File: config.mk
export PLATFORM = sky130hd
export DESIGN_NAME = data_snapshot_engine
export DESIGN_NICKNAME = d
export VERILOG_FILES = /design/src/rtl/data_snapshot_pkg.sv /design/src/rtl/snapshot_addr_gen.sv /design/src/rtl/data_snapshot_engine.sv
export SDC_FILE = /design/constraint.sdc
export NUM_CORES = 1
export LEC_CHECK = 0
export CAP_MARGIN = 40
export CORE_UTILIZATION = 43
export DETAILED_ROUTE_END_ITERATION = 16
export HOLD_SLACK_MARGIN = 0.08
export PLACE_DENSITY = 0.84
export SLEW_MARGIN = 20
export SYNTH_ARGS = -nofsm -noshare
export SYNTH_HDL_FRONTEND = slang
export SYNTH_SLANG_ARGS = --single-unit
File: constraint.sdc
create_clock -name clock_in -period 2.9 [get_ports clock_in]
set_input_delay 0.435 -clock clock_in [delete_from_list [all_inputs] [get_ports clock_in]]
set_output_delay 0.435 -clock clock_in [all_outputs]
set_load 0.01 [all_outputs]
File: src/rtl/data_snapshot_pkg.sv
// data_snapshot_pkg: FSM states and aux-buffer map shared by the snapshot engine.
package data_snapshot_pkg;
  typedef enum logic [2:0] {IDLE, CFG, CPU, MEM, DONE} state_t;
  localparam int CTRL_ADDR = 0;
  localparam int BASE_ADDR0 = 2;
endpackage

File: src/rtl/snapshot_addr_gen.sv
// snapshot_addr_gen: per-channel read address counter, loaded with the window base and wrapping at 2^ADDR_WIDTH.
module snapshot_addr_gen #(
  parameter int ADDR_WIDTH = 11
) (
  input  logic                  clk,
  input  logic                  rst_n,
  input  logic                  load,
  input  logic                  step,
  input  logic [ADDR_WIDTH-1:0] base,
  output logic [ADDR_WIDTH-1:0] addr
);
  always_ff @(posedge clk or negedge rst_n)
    if (!rst_n) addr <= '0;
    else if (load) addr <= base;
    else if (step) addr <= addr + ADDR_WIDTH'(1);
endmodule

File: src/rtl/data_snapshot_engine.sv
// data_snapshot_engine: on each v_sync fall copies CPU registers and memory windows into the aux buffer.
// Define DSE_CHECKSUM_EN to append an XOR checksum of the frame at SNAP_BASE-1.
module data_snapshot_engine
  import data_snapshot_pkg::*;
#(
  parameter int DATA_WIDTH = 16,
  parameter int MEMORY_ADDRESS_WIDTH = 11,
  parameter int AUX_ADDRESS_WIDTH = 5,
  parameter int CPU_CONTENT_ELEMENTS = 10,
  parameter int MEM_CHANNELS = 2,
  parameter int WINDOW_DEPTH = 4,
  parameter int SNAP_BASE = 8
) (
  input  logic                                       clock_in,
  input  logic                                       reset_n_in,
  input  logic                                       v_sync_in,
  input  logic [DATA_WIDTH-1:0]                      cpu_content_in,
  input  logic [MEM_CHANNELS*DATA_WIDTH-1:0]         mem_data_in,
  output logic [MEM_CHANNELS*MEMORY_ADDRESS_WIDTH-1:0] mem_address_out,
  output logic [MEM_CHANNELS-1:0]                    mem_read_out,
  input  logic [DATA_WIDTH-1:0]                      aux_data_in,
  output logic [AUX_ADDRESS_WIDTH-1:0]               aux_raddress_out,
  output logic                                       aux_wr_out,
  output logic [AUX_ADDRESS_WIDTH-1:0]               aux_waddress_out,
  output logic [DATA_WIDTH-1:0]                      aux_data_out,
  output logic [CPU_CONTENT_ELEMENTS-1:0]            content_enable_out,
  output logic                                       busy_out,
  output logic                                       frame_done_out,
  output logic                                       overrun_out
);
  localparam int MAW = MEMORY_ADDRESS_WIDTH;
  localparam int AW = AUX_ADDRESS_WIDTH;
  localparam int CW = $clog2(CPU_CONTENT_ELEMENTS + WINDOW_DEPTH + MEM_CHANNELS + 2);
  localparam int KW = $clog2(MEM_CHANNELS + 1);

  if (SNAP_BASE + CPU_CONTENT_ELEMENTS + MEM_CHANNELS * WINDOW_DEPTH > 2 ** AUX_ADDRESS_WIDTH ||
      2 + MEM_CHANNELS > SNAP_BASE) begin : g_bad_map
    $error("data_snapshot_engine: aux map does not fit the configuration");
  end

  state_t state, state_nx;
  logic v_q, v_qq, start, mem_wr, unused_aux;
  logic [MEM_CHANNELS:0] ctrl;
  logic [CW-1:0] cnt, cnt_nx;
  logic [KW-1:0] ch, ch_nx, first_ch, next_ch;
  logic [MEM_CHANNELS-1:0] load, rd;
  logic [MAW-1:0] addr [MEM_CHANNELS];

  // Lowest enabled channel at or above 'from'; MEM_CHANNELS means none left.
  function automatic logic [KW-1:0] find_ch(input logic [MEM_CHANNELS-1:0] en, input int from);
    find_ch = KW'(MEM_CHANNELS);
    for (int i = MEM_CHANNELS - 1; i >= 0; i--) if (en[i] && i >= from) find_ch = KW'(i);
  endfunction

  assign start = v_qq && !v_q;
  assign first_ch = find_ch(ctrl[MEM_CHANNELS:1], 0);
  assign next_ch = find_ch(ctrl[MEM_CHANNELS:1], int'(ch) + 1);
  assign unused_aux = &{1'b0, aux_data_in};

  always_ff @(posedge clock_in or negedge reset_n_in)
    if (!reset_n_in) begin
      state <= IDLE;
      v_q <= 1'b1;
      v_qq <= 1'b1;
      ctrl <= '0;
      cnt <= '0;
      ch <= '0;
    end else begin
      state <= state_nx;
      v_q <= v_sync_in;
      v_qq <= v_q;
      cnt <= cnt_nx;
      ch <= ch_nx;
      if (state == CFG && cnt == '0) ctrl <= aux_data_in[MEM_CHANNELS:0];
    end

  always_comb begin
    state_nx = state;
    cnt_nx = cnt + CW'(1);
    ch_nx = ch;
    unique case (state)
      IDLE: begin
        cnt_nx = '0;
        if (start) state_nx = CFG;
      end
      CFG: if (cnt == CW'(MEM_CHANNELS)) begin
        cnt_nx = '0;
        ch_nx = first_ch;
        state_nx = ctrl[0] ? CPU : first_ch != KW'(MEM_CHANNELS) ? MEM : DONE;
      end
      CPU: if (cnt == CW'(CPU_CONTENT_ELEMENTS - 1)) begin
        cnt_nx = '0;
        state_nx = ch != KW'(MEM_CHANNELS) ? MEM : DONE;
      end
      MEM: if (cnt == CW'(WINDOW_DEPTH)) begin
        cnt_nx = '0;
        ch_nx = next_ch;
        if (next_ch == KW'(MEM_CHANNELS)) state_nx = DONE;
      end
      default: state_nx = IDLE;
    endcase
  end

  for (genvar k = 0; k < MEM_CHANNELS; k++) begin : g_ch
    assign rd[k] = state == MEM && ch == KW'(k) && cnt < CW'(WINDOW_DEPTH);
    assign load[k] = state == CFG && cnt == CW'(k + 1);
    snapshot_addr_gen #(.ADDR_WIDTH(MAW)) u_addr (
      .clk(clock_in),
      .rst_n(reset_n_in),
      .load(load[k]),
      .step(rd[k]),
      .base(aux_data_in[MAW-1:0]),
      .addr(addr[k])
    );
    assign mem_address_out[k*MAW +: MAW] = rd[k] ? addr[k] : '0;
  end

  assign mem_read_out = rd;
  assign mem_wr = state == MEM && cnt != '0;
  assign busy_out = state != IDLE;
  assign frame_done_out = state == DONE;
  assign overrun_out = start && state != IDLE;
  assign content_enable_out = state == CPU ? CPU_CONTENT_ELEMENTS'(1) << cnt : '0;
  assign aux_raddress_out = state != CFG ? '0 :
                            cnt == '0 ? AW'(CTRL_ADDR) : AW'(BASE_ADDR0 - 1 + int'(cnt));

`ifdef DSE_CHECKSUM_EN
  logic [DATA_WIDTH-1:0] csum;
  always_ff @(posedge clock_in or negedge reset_n_in)
    if (!reset_n_in) csum <= '0;
    else csum <= state == IDLE ? '0 : aux_wr_out ? csum ^ aux_data_out : csum;
`endif

  always_comb begin
    aux_wr_out = state == CPU || mem_wr;
    aux_waddress_out = '0;
    aux_data_out = '0;
    if (state == CPU) begin
      aux_waddress_out = AW'(SNAP_BASE + int'(cnt));
      aux_data_out = cpu_content_in;
    end else if (mem_wr) begin
      aux_waddress_out = AW'(SNAP_BASE + CPU_CONTENT_ELEMENTS + int'(ch) * WINDOW_DEPTH + int'(cnt) - 1);
      aux_data_out = mem_data_in[int'(ch)*DATA_WIDTH +: DATA_WIDTH];
    end
`ifdef DSE_CHECKSUM_EN
    else if (state == DONE) begin
      aux_wr_out = 1'b1;
      aux_waddress_out = AW'(SNAP_BASE - 1);
      aux_data_out = csum;
    end
`endif
  end
endmodule

Yosys cells after proc, flatten, opt, wreduce, memory -nomap -nowiden
Cells that the tools add are included.
{"block": "op_classes", "n_addsub": 9, "n_lt_le_gt_ge": 3, "eq_ne": 18, "shift": 2, "muxes": 33, "n_reduce_logical": 24}
{"operator": "11-bit 2-to-1 mux", "n": 6}
{"operator": "5-bit 2-to-1 mux", "n": 7}
{"operator": "16-bit 2-to-1 mux", "n": 2}
{"operator": "32-bit by 7-bit variable part select with 16-bit output", "n": 1}
{"operator": "3-bit 2-to-1 mux", "n": 8}
{"operator": "11-bit by 1-bit adder with 11-bit output, second input constant", "n": 2}
{"operator": "5-bit case mux with 4 select lines", "n": 1}
{"operator": "1-bit logical AND", "n": 12}
{"operator": "2-bit 2-to-1 mux", "n": 6}
{"operator": "2-bit inequality test, second input constant", "n": 6}
{"operator": "3-bit case mux with 4 select lines", "n": 1}
{"operator": "10-bit 2-to-1 mux", "n": 1}
{"operator": "1-bit by 5-bit left shift with 10-bit output, first input constant", "n": 1}
{"operator": "3-bit by 2-bit equality test with 1-bit output, second input constant", "n": 2}
{"operator": "1-bit by 3-bit greater-or-equal comparator with 1-bit output, first input constant", "n": 2}
{"operator": "2-bit nonzero test", "n": 3}
{"operator": "1-bit by 5-bit adder with 5-bit output, first input constant", "n": 1}
{"operator": "4-bit by 5-bit adder with 5-bit output, first input constant", "n": 1}
{"operator": "5-bit by 1-bit adder with 5-bit output, second input constant", "n": 1}
{"operator": "5-bit by 4-bit adder with 5-bit output, first input constant", "n": 1}
{"operator": "5-bit adder", "n": 1}
{"operator": "5-bit by 1-bit equality test with 1-bit output, second input constant", "n": 1}
{"operator": "5-bit by 2-bit equality test with 1-bit output, second input constant", "n": 1}
{"operator": "5-bit by 3-bit equality test with 1-bit output, second input constant", "n": 1}
{"operator": "20 further kinds", "n": 20}
{"block": "totals", "reg_bits": 37, "inputBits": 67, "output_inout_bits": 64, "word_cells": 97}

Depth between registers and ports, before layout
Gate-level depths: netlist of the first run.
{"block": "logic_depth", "word_depth": 9, "depth_mapped": 10, "ltp_nobuf": 7}

Cells and area by module
Synthesis of the first run repeated with hierarchy kept, for this count alone.
{"block": "unflattened", "cells_unflattened": 350, "area_unflattened_um2": 2909.0}
{"mod": "data_snapshot_engine", "instances": 1, "cells_per_inst": 216, "area_each_um2": 1655.3, "seq_area_each_um2": 377.9}
{"mod": "snapshot_addr_gen", "instances": 2, "cells_per_inst": 67, "area_each_um2": 626.9, "seq_area_each_um2": 275.3}

Least setup slack after synthesis of the first run
OpenSTA, ideal clock, no wires.
{"block": "synth_timing", "path_type": "reg-to-output", "startpoint": "register cnt[3]", "endpoint": "output mem_address_out[11]", "arrival_ps": 1805, "required_ps": 2465, "path_slack_ps": 660, "stages_incl_launch_ff": 10, "n_path_buf": 3, "cell_sequence": "dfrtp_1 buf_6 inv_1 ha_1 nand3b_1 or2_1 buf_2 inv_2 buf_2 and2_1"}
{"block": "synth_via", "elab_chain_cells": 3}
{"item": "start: declaration", "line_no": "data_snapshot_engine.sv:44", "text": "logic [CW-1:0] cnt, cnt_nx;"}
{"item": "start signal: assignment", "line_no": "data_snapshot_engine.sv:72", "text": "cnt <= cnt_nx;"}
{"item": "5-bit by 3-bit less-than comparator with 1-bit output", "line_no": "data_snapshot_engine.sv:105", "text": "assign rd[k] = state == MEM && ch == KW'(k) && cnt < CW'(WINDOW_DEPTH);"}
{"item": "1-bit logical AND", "line_no": "data_snapshot_engine.sv:105"}
{"item": "named net g_ch[1].u_addr.step", "line_no": "snapshot_addr_gen.sv:8", "text": "input logic step,"}
{"item": "11-bit 2-to-1 mux", "line_no": "data_snapshot_engine.sv:115", "text": "assign mem_address_out[k*MAW +: MAW] = rd[k] ? addr[k] : '0;"}
{"item": "end: declaration", "line_no": "data_snapshot_engine.sv:19", "text": "output logic [MEM_CHANNELS*MEMORY_ADDRESS_WIDTH-1:0] mem_address_out,"}
The timed path passes the listed nets, and every way through them passes these cells.

Worst setup path after layout of the first run
{"block": "layout_timing", "startpoint": "register state[0]", "endpoint": "output aux_raddress_out[3]"}
{"block": "layout_via", "elab_chain_cells": 2}
{"item": "start: declaration", "line_no": "data_snapshot_engine.sv:41", "text": "state_t state, state_nx;"}
{"item": "start signal: assignment", "line_no": "data_snapshot_engine.sv:69", "text": "state <= state_nx;"}
{"item": "3-bit by 1-bit inequality test with 1-bit output", "line_no": "data_snapshot_engine.sv:124", "text": "assign aux_raddress_out = state != CFG ? '0 :"}
{"item": "5-bit 2-to-1 mux", "line_no": "data_snapshot_engine.sv:124"}
{"item": "end: declaration", "line_no": "data_snapshot_engine.sv:22", "text": "output logic [AUX_ADDRESS_WIDTH-1:0] aux_raddress_out,"}
Every way passes these cells.

==> results of run 1 <==
-- metal layers --
metal	wire length [µm]	global-route usage, %	vias up
met3	474	3.46	22
met5	0	0	-
li1	-	-	1585
met1	4120	33.4	1531
met4	231	9.09	0
met2	4450	42.4	127
-- sequential cells by signal, indices dropped and copies added, names as in the netlist --
register          cells
ctrl                  3
v_qq                  1
g_ch.u_addr.addr     22
state                 3
ch                    2
v_q                   1
cnt                   5
-- kinds of logic after synthesis --
logic type	count (synthesis)
mux	29
buf+inv	41
compound gates	64
xor+xnor	15
fa+ha+maj	11
simple gates	177
flops	37
-- worst reg2reg max path, stage by stage (launching register included) --
cell and delay [ns]:
dfrtp_1 0.46, buf_4 0.27, nor3b_2 0.33, nand2_1 0.22
inv_2 0.19, mux2_2 0.36, a221o_1 0.30
-- stage by stage --
| step | setup slack, ns | power, W |
|---|---|---|
| 2_1_floorplan | 0.660 | 0.00264 |
| 3_3_place_gp | 0.332 | 0.00363 |
| 3_5_place_dp | 0.275 | 0.00373 |
| 4_1_cts | 0.0666 | 0.00414 |
| 5_1_grt | 0.0102 | 0.00450 |
| 6_report | 0.111 | 0.00418 |
-- power groups by stage --
stage	clock network (W)	registers, W	logic (W)
4_1_cts	0.000392	0.00107	0.00267
3_5_place_dp	0	0.00108	0.00265
3_3_place_gp	0	0.00106	0.00257
6_report	0.000393	0.00108	0.00271
2_1_floorplan	0	0.000954	0.00168
5_1_grt	0.000421	0.00112	0.00296
-- cells in the final DEF (no fill, tap or decap), types with 4 or more instances in the layout --
master / count
nor3_1: 16
clkdlybuf4s50_1: 125
o22ai_1: 4
nand3_1: 16
clkbuf_8: 6
o21ai_0: 35
nand2b_1: 4
inv_1: 14
a221o_1: 6
and3_1: 14
nand2_1: 50
mux2i_1: 22
a21oi_1: 4
ha_1: 11
and2_1: 10
dfrtp_1: 34
buf_4: 17
nor4_1: 8
mux2_2: 7
nor2_1: 26
nand4_1: 9
nor2b_1: 4
xnor2_1: 12
-- layout make-up --
class | instances | area share (%)
repair buffers | 142 | 30.7
inverters | 16 | 1.39
well taps | 96 | 2.67
clock inverters | 2 | 0.306
multi-input cells | 296 | 42.5
clock buffers | 6 | 1.84
flip-flops and latches | 37 | 20.7
-- worst min path at each step --
stage                     startpoint    end  slack, ns
after detailed placement         v_q   v_qq       0.35
after floorplan           reset_n_in  ch[0]       0.14
final                            v_q   v_qq       0.36
after global routing             v_q   v_qq       0.37
after CTS                        v_q   v_qq       0.36
after global placement           v_q   v_qq       0.35
-- repair_timing --
action / in CTS / in global routing
hold endpoints to repair: 0 / 0
setup buffers: 0 / 1
endpoints found under the setup margin: 12 / 25
gates resized for setup: 1 / 4
==> results by group, run 1 <==
Outcome
  – Status: finished clean

Setup path
  – WP data arrival: 2.35 ns
  – Cell breakdown of the critical path: buf_4, or3b_2, nor2_1, clkdlybuf4s50_1
  – Crit Path Class: flop to output port
  – Slowest-stage cell, CP: clkdlybuf4s50_1
  – Top Family by Delay on Critical Path: buffers and inverters
  – FF-to-FF End: g_ch[0].u_addr.addr[6]
  – CP Buf/Inv Count: 2
  – Reg2Reg Launch Point: ch[0]
  – CP Launch Type: flop
  – CP Depth: 4
  – Crit-path max FO: 11
  – R2r setup slk: 0.67 ns
  – CP required: 2.47 ns
  – CP Capture Point: aux_raddress_out[3]
  – CP Launch Point: state[0]
  – CP Capture Type: output port
  – Critical Path Max Stage Delay: 0.57 ns
  – Depth of the most critical reg-to-reg path: 6

Synthesis
  – Yosys cell types: 52
  – Main combinational cell family by area after synthesis: simple AND/OR/NAND/NOR gates
  – Synth top area share: 29.0%
  – Ys async rst share: 100%
  – Top cells by area, synth: dfrtp_1 29%, mux2i_1 7.3%, nand2_1 6.3%
  – Sequential element share of the synthesized area: 30.8%
  – Main synth FF type: dfrtp_1
  – Post-synthesis average cell area: 8.07 µm²
  – Commonest cells post-synth: 51 x nand2_1, 35 x dfrtp_1, 35 x o21ai_0, 26 x nor2_1, 22 x mux2i_1
  – Syn_nets: 452
  – Post-synth EDFFs: 0
  – Synthesis Warnings: 0
  – Count leader, synth: nand2_1
  – Adder-cell area share of the yosys netlist: 4.56%
  – Post-synthesis xor/xnor area fraction: 4.35%
  – Synthesized cell area: 0.00302 mm²
  – Synth Instances: 374
  – Multiplexer area fraction after synthesis: 9.90%
  – Simple-gate share of the synthesized area: 30.8%
  – Post-synthesis compound-gate area fraction: 13.4%
  – Flop and latch count out of synthesis: 37
  – Largest area contributor in the netlist: dfrtp_1

Die
  – Chip height: 85.8 µm
  – FP Rows: 30
  – Initial Util: 44.4%
  – Die width: 85.8 µm
  – Top-Level Pins: 131
  – Core area: 0.00679 mm²
  – Die Area: 0.00736 mm²

Power and ir drop
  – Net Sw Frac: 45.5%
  – Comb pwr share: 64.8%
  – Reg power frac: 25.8%
  – Cell Int Power: 0.00228 W
  – Clock power share: 9.4%
  – Pwr Density: 929 mW/mm²
  – Psw: 0.00190 W
  – Worst vdd ir: 0.469 mV
  – Static Leak: 1.78 nW

CTS
  – Clock Root Buffer: clkbuf_8
  – Hold-fix buffers at CTS: 0
  – Cts bufs inserted: 5
  – Skew-Pair Late Insertion Delay: 0.30 ns
  – CTS tree: yes
  – Clock Pin Slew Worst Setup and Hold Paths: 0.07 ns
  – Htree depth: 2
  – CTS Buffer Depth: 2
  – Sink Count: 37

Place
  – Placed cell count: 586
  – Port bufs: 125
  – Final HPWL from detailed placement: 7.00 mm
  – GPL Wtd Cong: 0.889
  – Area after DPL: 0.00438 mm²

Global routing
  – All-layer global routing usage: 25.3%
  – Remaining Overflow, GRT: 0
  – Largest net degree at the start of global routing: 38
  – Initial antenna violation count: 0
  – Vias in the first global route: 3085
  – First-pass GRT wire length: 14.9 mm

STA
  – RSZ-0062 raised after global routing: false
  – F_max: 0.359 GHz
  – Final Max Tran Viols: 0
  – Min Hold Slack: 0.363 ns
  – Fin crit share: 96.2%
  – Slew margin rel.: 67.7%
  – Worst slew pin tran: 0.485 ns
  – Setup TNS: 0 ns
  – Worst-case clock skew: 0.0122 ns
  – Hold Vio Cnt, Final: 0
  – Setup Viol. Count Final: 0
  – Minimum clock period: 2.79 ns

Job
  – Max-cap viol count: 0

Worst hold path
  – Hold Crit Depth: 0
  – Hold Path Class: flop to flop

Final layout
  – Seq. cell area: 930 µm²
  – Final std cells w/o fill: 595
  – # diodes: 0
  – Share of cells above drive strength 1: 9.62%
  – P&R area growth vs syn: 48.9%
  – Core Util, Final: 66.2%
  – Fill cell count: 577
  – Design area: 0.00450 mm²
  – Fin nets: 576
  – Multi-input combinational cell area: 0.00191 mm²

Detailed routing
  – Post-route ant nets: 0
  – Detailed Route WL: 9.28 mm
  – Vias/cell: 5.49
  – Wire per inst: 15.6 µm
  – Drt first pass iters: 5
  – DR vias: 3265
  – DRC: 0
  – Initial DRC Count: 205
No activity file was read; power rests on OpenSTA's default activity.
==> run 2: changes to the inputs <==
HOLD_SLACK_MARGIN = default   (was 0.08)
==> results of run 2 <==
No change in the layout: final DEF, timing and power equal those of run 1.
